<file path="src/rtl/sram_bridge_arb.sv">
// SRAM-style CPU port to split instruction/data cache bridge.
// Each CPU step issues at most one data access and one fetch, one after the
// other, and holds the pipeline with a single stall until both complete.
//
// state | meaning
// ------+------------------------------------------------------------
// IDLE  | first cycle after reset, nothing issued
// ARB   | pick the next pending op (data or fetch) and capture it
// DWAIT | data request held on the cache until data_valid / timeout
// IWAIT | fetch request held on the cache until inst_valid / timeout
// DONE  | one-cycle stall release, per-step flags cleared
module sram_bridge_arb #(
    parameter int ADDR_W     = 32,
    parameter int DATA_W     = 32,
    parameter int BE_W       = DATA_W / 8,
    parameter int DATA_FIRST = 1,
    parameter int TIMEOUT    = 0
) (
    input  logic              clk,
    input  logic              rst,
    input  logic              flush,
    input  logic [ADDR_W-1:0] cpu_inst_addr,
    output logic [DATA_W-1:0] cpu_inst_rdata,
    input  logic [ADDR_W-1:0] cpu_data_addr,
    input  logic              cpu_data_ren,
    input  logic [BE_W-1:0]   cpu_data_wen,
    input  logic [DATA_W-1:0] cpu_data_wdata,
    output logic [DATA_W-1:0] cpu_data_rdata,
    output logic              cpu_stall,
    output logic              bus_err,
    output logic [ADDR_W-1:0] inst_addr,
    output logic              inst_ren,
    input  logic              inst_valid,
    input  logic [DATA_W-1:0] inst_rd,
    output logic [ADDR_W-1:0] data_addr,
    output logic              data_ren,
    output logic [BE_W-1:0]   data_wen,
    output logic [DATA_W-1:0] data_wd,
    input  logic              data_valid,
    input  logic [DATA_W-1:0] data_rd
);

    localparam logic [2:0] S_IDLE  = 3'd0;
    localparam logic [2:0] S_ARB   = 3'd1;
    localparam logic [2:0] S_DWAIT = 3'd2;
    localparam logic [2:0] S_IWAIT = 3'd3;
    localparam logic [2:0] S_DONE  = 3'd4;

    localparam int CNT_W = (TIMEOUT > 1) ? $clog2(TIMEOUT) : 1;

    logic [2:0]       state;
    logic             d_done;
    logic             i_done;
    logic             stale;
    logic [CNT_W-1:0] wait_cnt;

    logic d_req;
    logic d_pend;
    logic d_pend_arb;
    logic tmo_hit;
    logic d_fin;
    logic i_fin;
    logic issue_d;
    logic issue_i;
    logic to_done;
    logic to_arb;

    // Decide which op to issue next and whether the current wait finishes.
    always_comb begin
        d_req      = cpu_data_ren | (|cpu_data_wen);
        d_pend     = d_req & ~d_done;
        d_pend_arb = d_pend & ~flush;
        tmo_hit    = (TIMEOUT > 0) && (wait_cnt == CNT_W'(TIMEOUT - 1));
        d_fin      = (state == S_DWAIT) && (data_valid || tmo_hit);
        i_fin      = (state == S_IWAIT) && (inst_valid || tmo_hit);
        issue_d    = 1'b0;
        issue_i    = 1'b0;
        to_done    = 1'b0;
        to_arb     = 1'b0;
        case (state)
            S_ARB: begin
                if (DATA_FIRST != 0) begin
                    if (d_pend_arb)   issue_d = 1'b1;
                    else if (!i_done) issue_i = 1'b1;
                    else              to_done = 1'b1;
                end else begin
                    if (!i_done)          issue_i = 1'b1;
                    else if (d_pend_arb)  issue_d = 1'b1;
                    else                  to_done = 1'b1;
                end
            end
            S_DWAIT: begin
                if (d_fin) begin
                    if (!i_done) issue_i = 1'b1;
                    else         to_done = 1'b1;
                end
            end
            S_IWAIT: begin
                if (i_fin) begin
                    // A stale fetch goes back through ARB to pick up the new address.
                    if (inst_valid && (stale || flush)) to_arb  = 1'b1;
                    else if (d_pend)                    issue_d = 1'b1;
                    else                                to_done = 1'b1;
                end
            end
            default: ;
        endcase
    end

    // Sequencer state, registered cache requests and CPU-side hold registers.
    always_ff @(posedge clk) begin
        if (rst) begin
            state          <= S_IDLE;
            cpu_stall      <= 1'b1;
            bus_err        <= 1'b0;
            cpu_inst_rdata <= '0;
            cpu_data_rdata <= '0;
            inst_addr      <= '0;
            inst_ren       <= 1'b0;
            data_addr      <= '0;
            data_ren       <= 1'b0;
            data_wen       <= '0;
            data_wd        <= '0;
            d_done         <= 1'b0;
            i_done         <= 1'b0;
            stale          <= 1'b0;
            wait_cnt       <= '0;
        end else begin
            bus_err <= 1'b0;
            case (state)
                S_IDLE: state <= S_ARB;
                S_ARB: ;
                S_DWAIT: begin
                    if (d_fin) begin
                        data_ren <= 1'b0;
                        data_wen <= '0;
                        d_done   <= 1'b1;
                        if (!data_valid) begin
                            bus_err        <= 1'b1;
                            cpu_data_rdata <= '0;
                        end else if (data_ren) begin
                            cpu_data_rdata <= data_rd;
                        end
                    end else begin
                        wait_cnt <= wait_cnt + CNT_W'(1);
                    end
                end
                S_IWAIT: begin
                    stale <= stale | flush;
                    if (i_fin) begin
                        inst_ren <= 1'b0;
                        stale    <= 1'b0;
                        if (!(inst_valid && (stale || flush))) begin
                            i_done <= 1'b1;
                            if (inst_valid) begin
                                cpu_inst_rdata <= inst_rd;
                            end else begin
                                bus_err        <= 1'b1;
                                cpu_inst_rdata <= '0;
                            end
                        end
                    end else begin
                        wait_cnt <= wait_cnt + CNT_W'(1);
                    end
                end
                S_DONE: begin
                    cpu_stall <= 1'b1;
                    d_done    <= 1'b0;
                    i_done    <= 1'b0;
                    state     <= S_ARB;
                end
                default: state <= S_IDLE;
            endcase

            if (issue_d) begin
                // Read wins over a simultaneous write; the write is dropped.
                data_addr <= cpu_data_addr;
                data_ren  <= cpu_data_ren;
                data_wen  <= cpu_data_ren ? '0 : cpu_data_wen;
                data_wd   <= cpu_data_wdata;
                wait_cnt  <= '0;
                state     <= S_DWAIT;
            end
            if (issue_i) begin
                inst_addr <= cpu_inst_addr;
                inst_ren  <= 1'b1;
                wait_cnt  <= '0;
                state     <= S_IWAIT;
            end
            if (to_done) begin
                cpu_stall <= 1'b0;
                state     <= S_DONE;
            end
            if (to_arb) begin
                state <= S_ARB;
            end
        end
    end

endmodule

</file>
<file path="config.mk">
export PLATFORM = sky130hd
export DESIGN_NAME = sram_bridge_arb
export DESIGN_NICKNAME = d
export VERILOG_FILES = /design/src/rtl/sram_bridge_arb.sv
export SDC_FILE = /design/constraint.sdc
export NUM_CORES = 1
export LEC_CHECK = 0
export CAP_MARGIN = 20
export CELL_PAD_IN_SITES_DETAIL_PLACEMENT = 1
export CELL_PAD_IN_SITES_GLOBAL_PLACEMENT = 2
export CORE_ASPECT_RATIO = 0.7
export CORE_MARGIN = 4
export CORE_UTILIZATION = 23
export DETAILED_ROUTE_END_ITERATION = 12
export PLACE_DENSITY_LB_ADDON = 0.1
export SKIP_LAST_GASP = 1
export SYNTH_ARGS = -nofsm -noshare
export SYNTH_HDL_FRONTEND = slang
export SYNTH_SLANG_ARGS = --single-unit
</file>
<file path="constraint.sdc">
create_clock -name clk -period 5.6 [get_ports clk]
set_input_delay 1.68 -clock clk [delete_from_list [all_inputs] [get_ports clk]]
set_output_delay 1.68 -clock clk [all_outputs]
set_load 0.01 [all_outputs]
</file>
==> impl_metrics.py <==
metrics = {
    "status": {
        "status": "finished, final reports clean",
    },
    "setup_path": {
        "crit_start": "cpu_data_wen[0]",
        "reg2reg_depth": 5,
        "crit_path_end_kind": "register",
        "crit_fanout": 34,
        "required_ns": 5.96,
        "start_kind": "input pin",
        "arrival_ns": 3.93,
        "r2r_start": "state[0]",
        "r2r_slack_ns": 3.33,
        "critPathKind": "in -> reg",
        "r2r-end": "data_wen[1]",
    },
    "route": {
        "vias": 6780,
        "drcViolationCount": 0,
        "drtIter0Drc": 250,
        "vias_per_cell": 4.603,
        "wl_mm": 27.08,
        "ant_nets": 0,
        "wire_per_inst_um": 18.38,
        "dr.pass1.iters": 4,
    },
    "clock_network": {
        "cts-root-buf": "clkbuf_16",
        "clk_pin_slew_ns": 0.07,
        "postCtsSetupRepairBufs": 0,
        "clk_path_buf_depth": 2,
        "cts_resized": 0,
        "htreeDepth": 4,
        "clock_sinks": 174,
        "cts_buffers": 17,
        "clk_latency_ns": 0.44,
        "holdBufCountCts": 0,
        "cts_tree": "done",
    },
    "grt": {
        "grt_pass1_vias": 6980,
        "grt_overflow_total": 0,
        "grt_usage_pct": 16.78,
        "grt_max_degree": 112,
        "grt_first_pass_wirelength_mm": 41.30,
        "grt_antenna_before_repair": 0,
    },
    "hold_path": {
        "min_from": "cpu_data_rdata[30]",
        "hp-class": "reg -> reg",
        "worstHoldEndpoint": "cpu_data_rdata[30]",
        "min_path_cells": 2,
    },
    "pwr": {
        "powerDensity_nw_per_um2": 354.4,
        "peakVddDrop_v": 0.0001989,
        "leakage_nw": 3.539,
        "finalPower_mw": 3.811,
    },
    "sta": {
        "drv_slew": 0,
        "fin_skew_ns": 0.01407,
        "fin_hold_ws_ns": 0.4526,
        "tightest_slew_ns": 0.9527,
        "period_minus_slack_ns": 3.569,
        "final-setup-viol-count": 0,
        "relSlewSlack_pct": 36.48,
        "fin_crit_sh_pct": 63.73,
        "rsz0062_at_grt": "false",
        "max_freq_mhz": 280.2,
        "timing.final.hold_violations": 0,
        "finalWorstSetupSlack_ns": 2.031,
        "finalSetupTns_ns": 0,
    },
    "synthesis": {
        "synth.cell_area_um2": 6526,
        "synthTopCellsByArea": "dfxtp_1 53%, a21oi_1 13%, nand2_1 7.5%",
        "synthTopCellsByCount": "174 x dfxtp_1, 170 x a21oi_1, 131 x nand2_1",
        "ys_types": 39,
        "synth-seq-cells": 174,
        "yosysMostFrequentCell": "dfxtp_1",
        "yosys.area.top_type": "dfxtp_1",
        "postSynthAreaPerCell_um2": 8.209,
        "synth_flop_cell": "dfxtp_1",
        "ys_warn_count": 0,
        "netlist.area_leader.share_pct": 53.37,
        "synth_edf_count": 0,
        "yosysSeqAreaShare_pct": 53.37,
        "netlist_instances": 795,
        "async_flop_share_pct": 0,
        "synth_fp_nets": 965,
    },
    "floorplan": {
        "ioPinCount": 338,
        "initial_core_util_pct": 23.40,
        "die_w_um": 209.3,
        "core_um2": 27890,
        "die_area_um2": 31180,
        "die_height_um": 148.9,
        "rows": 51,
    },
    "final_layout": {
        "drive_gt1_share_pct": 4.995,
        "nets": 1260,
        "fillers": 3219,
        "areaGrowthSynthToFinish_pct": 64.76,
        "fin_util_pct": 38.56,
        "final_cells": 1473,
        "final_cell_area_um2": 10750,
    },
    "place": {
        "portBuffers": 337,
        "placed_area_um2": 10180,
        "place_ws_ns": 1.515,
        "place_inst": 1442,
        "place_hpwl_mm": 18.54,
        "place.gp.congestion": 0.7037,
    },
    "job": {
        "drv_cap": 0,
    },
}
[layer usage]
layer / global-route usage (%) / routed length [um] / vias to the layer above
met4: 5.608 / 432 / 0
met1: 21.82 / 12320 / 3241
met5: 0 / 0 / -
met2: 26.41 / 12520 / 167
met3: 5.529 / 1816 / 24
li1: - / - / 3348
[logic make-up after synthesis]
family | synth area share, %
flip-flops | 53.37
buffers and inverters | 5.905
other | 0.05746
AO/OA/AOI/OAI | 23.24
AND/OR/NAND/NOR | 17.43
[placed cells by master, fill, tap and decap left out, drive strengths merged, types with 2 or more instances in the layout]
| cell type | n |
|---|---|
| nor3 | 2 |
| buf | 18 |
| nand4b | 2 |
| o211ai | 5 |
| o21ai | 100 |
| nand3 | 97 |
| clkdlybuf4s50 | 336 |
| dfxtp | 174 |
| nand2 | 131 |
| a21o | 2 |
| clkinvlp | 2 |
| clkinv | 3 |
| nand4 | 4 |
| a21oi | 170 |
| a21boi | 2 |
| nor2 | 6 |
| inv | 3 |
| clkbuf | 24 |
| bufinv | 2 |
[power breakdown]
group	total [mW]	switching, mW	internal (mW)
clock network	1.19	0.507	0.687
registers	1.48	0.0890	1.39
logic	1.14	0.618	0.522
[worst max-delay path, stage by stage]
cell	delay [ns]
clkdlybuf4s50_1	0.46
nor4_4	0.48
a21o_2	0.62
buf_4	0.34
nor2_1	0.09
o32ai_2	0.25
[state kept, by name, summed over array words and instances (netlist names), 3 cells and up]
register        count
data_addr          32
state               3
cpu_data_rdata     32
cpu_inst_rdata     32
data_wd            32
data_wen            4
inst_addr          32
[final cells by class]
cell class                      count  area (um2)  share of cell area, %
Sequential cell                   174        3483                  32.39
Inverter                            4       15.01                 0.1396
Antenna cell                        1       2.502                0.02327
Clock buffer                       24       481.7                  4.480
Multi-Input combinational cell    539        2706                  25.17
Clock inverter                      6       85.08                 0.7913
Timing Repair Buffer              354        3515                  32.69
Tap cell                          371       464.2                  4.317
[how the worst max path moves through the flow]
stage / end / slack (ns) / depth (start not counted)
3_5_place_dp: state[0] / 1.52 / 6
5_1_grt: data_wen[1] / 1.86 / 6
4_1_cts: data_addr[27] / 2.01 / 6
2_1_floorplan: state[0] / 2.64 / 5
3_3_place_gp: state[0] / 1.53 / 6
6_report: state[0] / 2.03 / 6
Note: power is estimated with default switching activity, not from simulation.
